File: config.mk
export PLATFORM = sky130hd
export DESIGN_NAME = card_decode
export DESIGN_NICKNAME = d
export VERILOG_FILES = /design/src/rtl/card_pkg.sv /design/src/rtl/card_decode.sv
export SDC_FILE = /design/constraint.sdc
export NUM_CORES = 1
export LEC_CHECK = 0
export BUFFER_PORTS_ARGS = -buffer_cell sky130_fd_sc_hd__buf_2
export CAP_MARGIN = 30
export CORE_AREA = 4 4 41 43
export DETAILED_ROUTE_END_ITERATION = 6
export DIE_AREA = 0 0 45 47
export GPL_TIMING_DRIVEN = 0
export PLACE_DENSITY = 0.6
export SLEW_MARGIN = 25
export SYNTH_ARGS = -nofsm -noshare
export SYNTH_HDL_FRONTEND = slang
export SYNTH_SLANG_ARGS = --single-unit
export TNS_END_PERCENT = 1
File: constraint.sdc
create_clock -name vclk -period 2.1
set_input_delay 0.42 -clock vclk [all_inputs]
set_output_delay 0.42 -clock vclk [all_outputs]
set_load 0.03 [all_outputs]
File: src/rtl/card_pkg.sv
// Shared deck constants, card field types and the deal FSM state type
// for the card-deal receive path.
package card_pkg;

    localparam int unsigned DECK_SIZE_DEF = 52;
    localparam int unsigned RANKS_DEF     = 13;
    localparam int unsigned SUITS_DEF     = 4;
    localparam int unsigned NUM_CARDS_DEF = 9;

    typedef logic [5:0] card_idx_t;
    typedef logic [3:0] card_rank_t;
    typedef logic [1:0] card_suit_t;
    typedef logic [3:0] card_cnt_t;

    typedef enum logic [1:0] {
        IDLE    = 2'd0,
        COLLECT = 2'd1,
        DONE    = 2'd2
    } deal_state_t;

endpackage

File: src/rtl/card_decode.sv
// Combinational card index -> rank/suit split without a divider; also flags
// whether the index lies inside the deck.
module card_decode
    import card_pkg::*;
#(
    parameter int unsigned DECK_SIZE = DECK_SIZE_DEF,
    parameter int unsigned RANKS     = RANKS_DEF
) (
    input  card_idx_t  idx_i,
    output card_rank_t rank_o,
    output card_suit_t suit_o,
    output logic       valid_idx_o
);

    logic [31:0] idx_w;

    always_comb begin
        idx_w       = 32'(idx_i);
        valid_idx_o = (idx_w < DECK_SIZE);
        // Suit boundaries are multiples of RANKS; rank is the remainder after one subtract.
        if (idx_w >= 3 * RANKS) begin
            suit_o = 2'd3;
            rank_o = card_rank_t'(idx_w - 3 * RANKS);
        end else if (idx_w >= 2 * RANKS) begin
            suit_o = 2'd2;
            rank_o = card_rank_t'(idx_w - 2 * RANKS);
        end else if (idx_w >= RANKS) begin
            suit_o = 2'd1;
            rank_o = card_rank_t'(idx_w - RANKS);
        end else begin
            suit_o = 2'd0;
            rank_o = card_rank_t'(idx_w);
        end
    end

endmodule

==> flow_summary.toml <==
[setup_path]
setup.worst_path.class = "in2out"
worstPathRequired_ns = 1.68
end_kind = "primary output"
crit_path_max_fanout = 6
critical_path_source_type = "primary input"
cp_data_arrival_time_ns = 1.93

[routing]
first_iter_violations = 5
vias = 445
drc_errors = 0
drt_first_pass_iters = 6
route.detailed.vias_per_inst = 5.24
drt-wirelength-per-cell_um = 13.8
finalWirelength_um = 1180
detail-route-antenna-nets = 0

[synthesis]
yosys.cell_types.count = 25
synth_fp_nets = 60
syn_avg_cell_area_um2 = 7.24
synth_largest_area_cell = "ha_1"
synthesis.instances = 47
mappedNetlistArea_um2 = 340
yosysSeqAreaShare_pct = 0
synth.area.top_cells = "ha_1, a31oi_4, inv_1, nand2_1, nor2_1"
synth.top_cell.area_share_pct = 25.7
synth.yosys.warnings = 0

[timing]
slew_limit_fails = 0
worstMarginPinSlew_ns = 0.452
grt_setup_unrepaired = "true"
layout_worst_path_cycle_share_pct = 112
hold_slack_ns = 1.25
timing.final.ws_setup_ns = -0.247
timing.final.hold_violations = 0
setup-violations-final = 4
relSlewSlack_pct = 69.5
fmax_mhz = 426
finalWorstPathRequiredPeriod_ns = 2.35

[floorplanning]
die_w_um = 45
die_h_um = 47
die_area_um2 = 2120
core-area_um2 = 1300
row_count = 13
design.portCount = 13
start_util_pct = 26.2

[finish]
numSequentialCells = 0
area_growth_syn_to_layout_pct = 126
clock_buffer_count = 0
postLayoutCellArea_um2 = 768
num_antenna_cells = 0
finalNetCount = 85
layout.area.seq_um2 = 0
multi_input_comb_area_um2 = 470
fraction_of_layout_cells_with_a_size_suffix_above_1_pct = 62.9
fill_cells = 114
final_cell_mix = "buf_4, buf_6, nand2_1, buf_2"
leading_cell_type_in_the_layout_fill_and_taps_excluded = "buf_4"

[pwr]
vdd_ir_drop_max_uv = 107
cellLeakagePower_nw = 0.312
power_density_nw_per_um2 = 276
design_power_total_mw = 0.212

[worst_hold_path]
timing.hold.worst.class = "in2out"
cell_count_of_the_worst_hold_path = 4

[global_route]
grt_start_max_net_pins = 10
global_route_usage_sum_pct = 9.87
grt_pass1_vias = 374
grt_pass1_wl_um = 1610
initial_antenna_violation_count = 0
globalRoute.totalOverflow = 0

[placement]
place_hpwl_um = 765
number_of_buffers_added_on_ports = 12
finalWeightedCongestion = 0.764
pre_cts_slack_ns = -0.627
placement.cell_area_um2 = 552

[status]
outcome = "finished with violations"
failed_checks = "negative setup slack"

[flow_run]
timing.max_cap.violations = 0
==> final cells by class <==
type                            count  area share [%]
Tap cell                           15            2.44
Multi-Input combinational cell     40            61.2
Timing Repair Buffer               23            27.4
Buffer                              1           0.651
Inverter                            6            8.31
==> worst max-delay path, cell delays in order <==
cell and delay, ns:
buf_6 0.12, ha_1 0.25, a211oi_4 0.35, nand2_1 0.11
o211ai_1 0.18, o211ai_4 0.16, xor2_4 0.20, buf_6 0.15
==> repair_timing <==
action / 4_1_cts / 5_1_grt
pin swaps: 6 / 6
gates resized for setup: 23 / 12
setup endpoints to repair: 6 / 5
setup buffers: 5 / 6
cloned: 0 / 0
hold buffers: 0 / 0
==> cells by family (layout without fill, tap and decap cells) <==
family / count (synthesis) / after routing / share of synthesized area, %
buf+inv: 7 / 30 / 8.09
fa+ha+maj: 7 / 7 / 25.7
compound gates: 16 / 16 / 39.0
xor+xnor: 2 / 2 / 5.15
simple gates: 15 / 15 / 22.1
==> final timing paths <==
path,from,to,slack (ns)
worst min-delay path,idx_i[0],rank_o[0],1.25
worst max-delay path,idx_i[0],rank_o[3],-0.25
==> metal layers <==
layer	GRT usage [%]	routed length (um)
met3	0	40
met4	0	0
met5	0	0
met1	12.7	481
met2	19.5	653
==> power breakdown <==
| group | internal, mW | switching, mW | total (mW) |
|---|---|---|---|
| sequential | 0 | 0 | 0 |
| clock | 0 | 0 | 0 |
| combinational | 0.0987 | 0.114 | 0.212 |
| total | 0.0987 | 0.114 | 0.212 |
==> metrics by stage <==
stage | util [%] | cells | TNS (ns)
floorplan | - | 47 | -0.262
global placement | 42.4 | 74 | -2.29
detailed placement | 42.4 | 74 | -2.39
CTS | 50.9 | 79 | -0.719
global route | 59.0 | 85 | -0.873
finish | 59.0 | 85 | -0.662
==> cell usage after synthesis, drive strengths merged <==
cell	n
buf	1
nor3	1
or2	1
xor2	1
xnor2	1
a31oi	1
a211oi	1
o311ai	2
a22oi	1
nor2	5
nand2	5
o211ai	3
clkinv	1
ha	7
inv	5
a311oi	1
or3	1
o2111ai	1
or2b	1
nand2b	1
a21oi	3
o21ai	3
No activity file was read; power rests on OpenSTA's default activity.
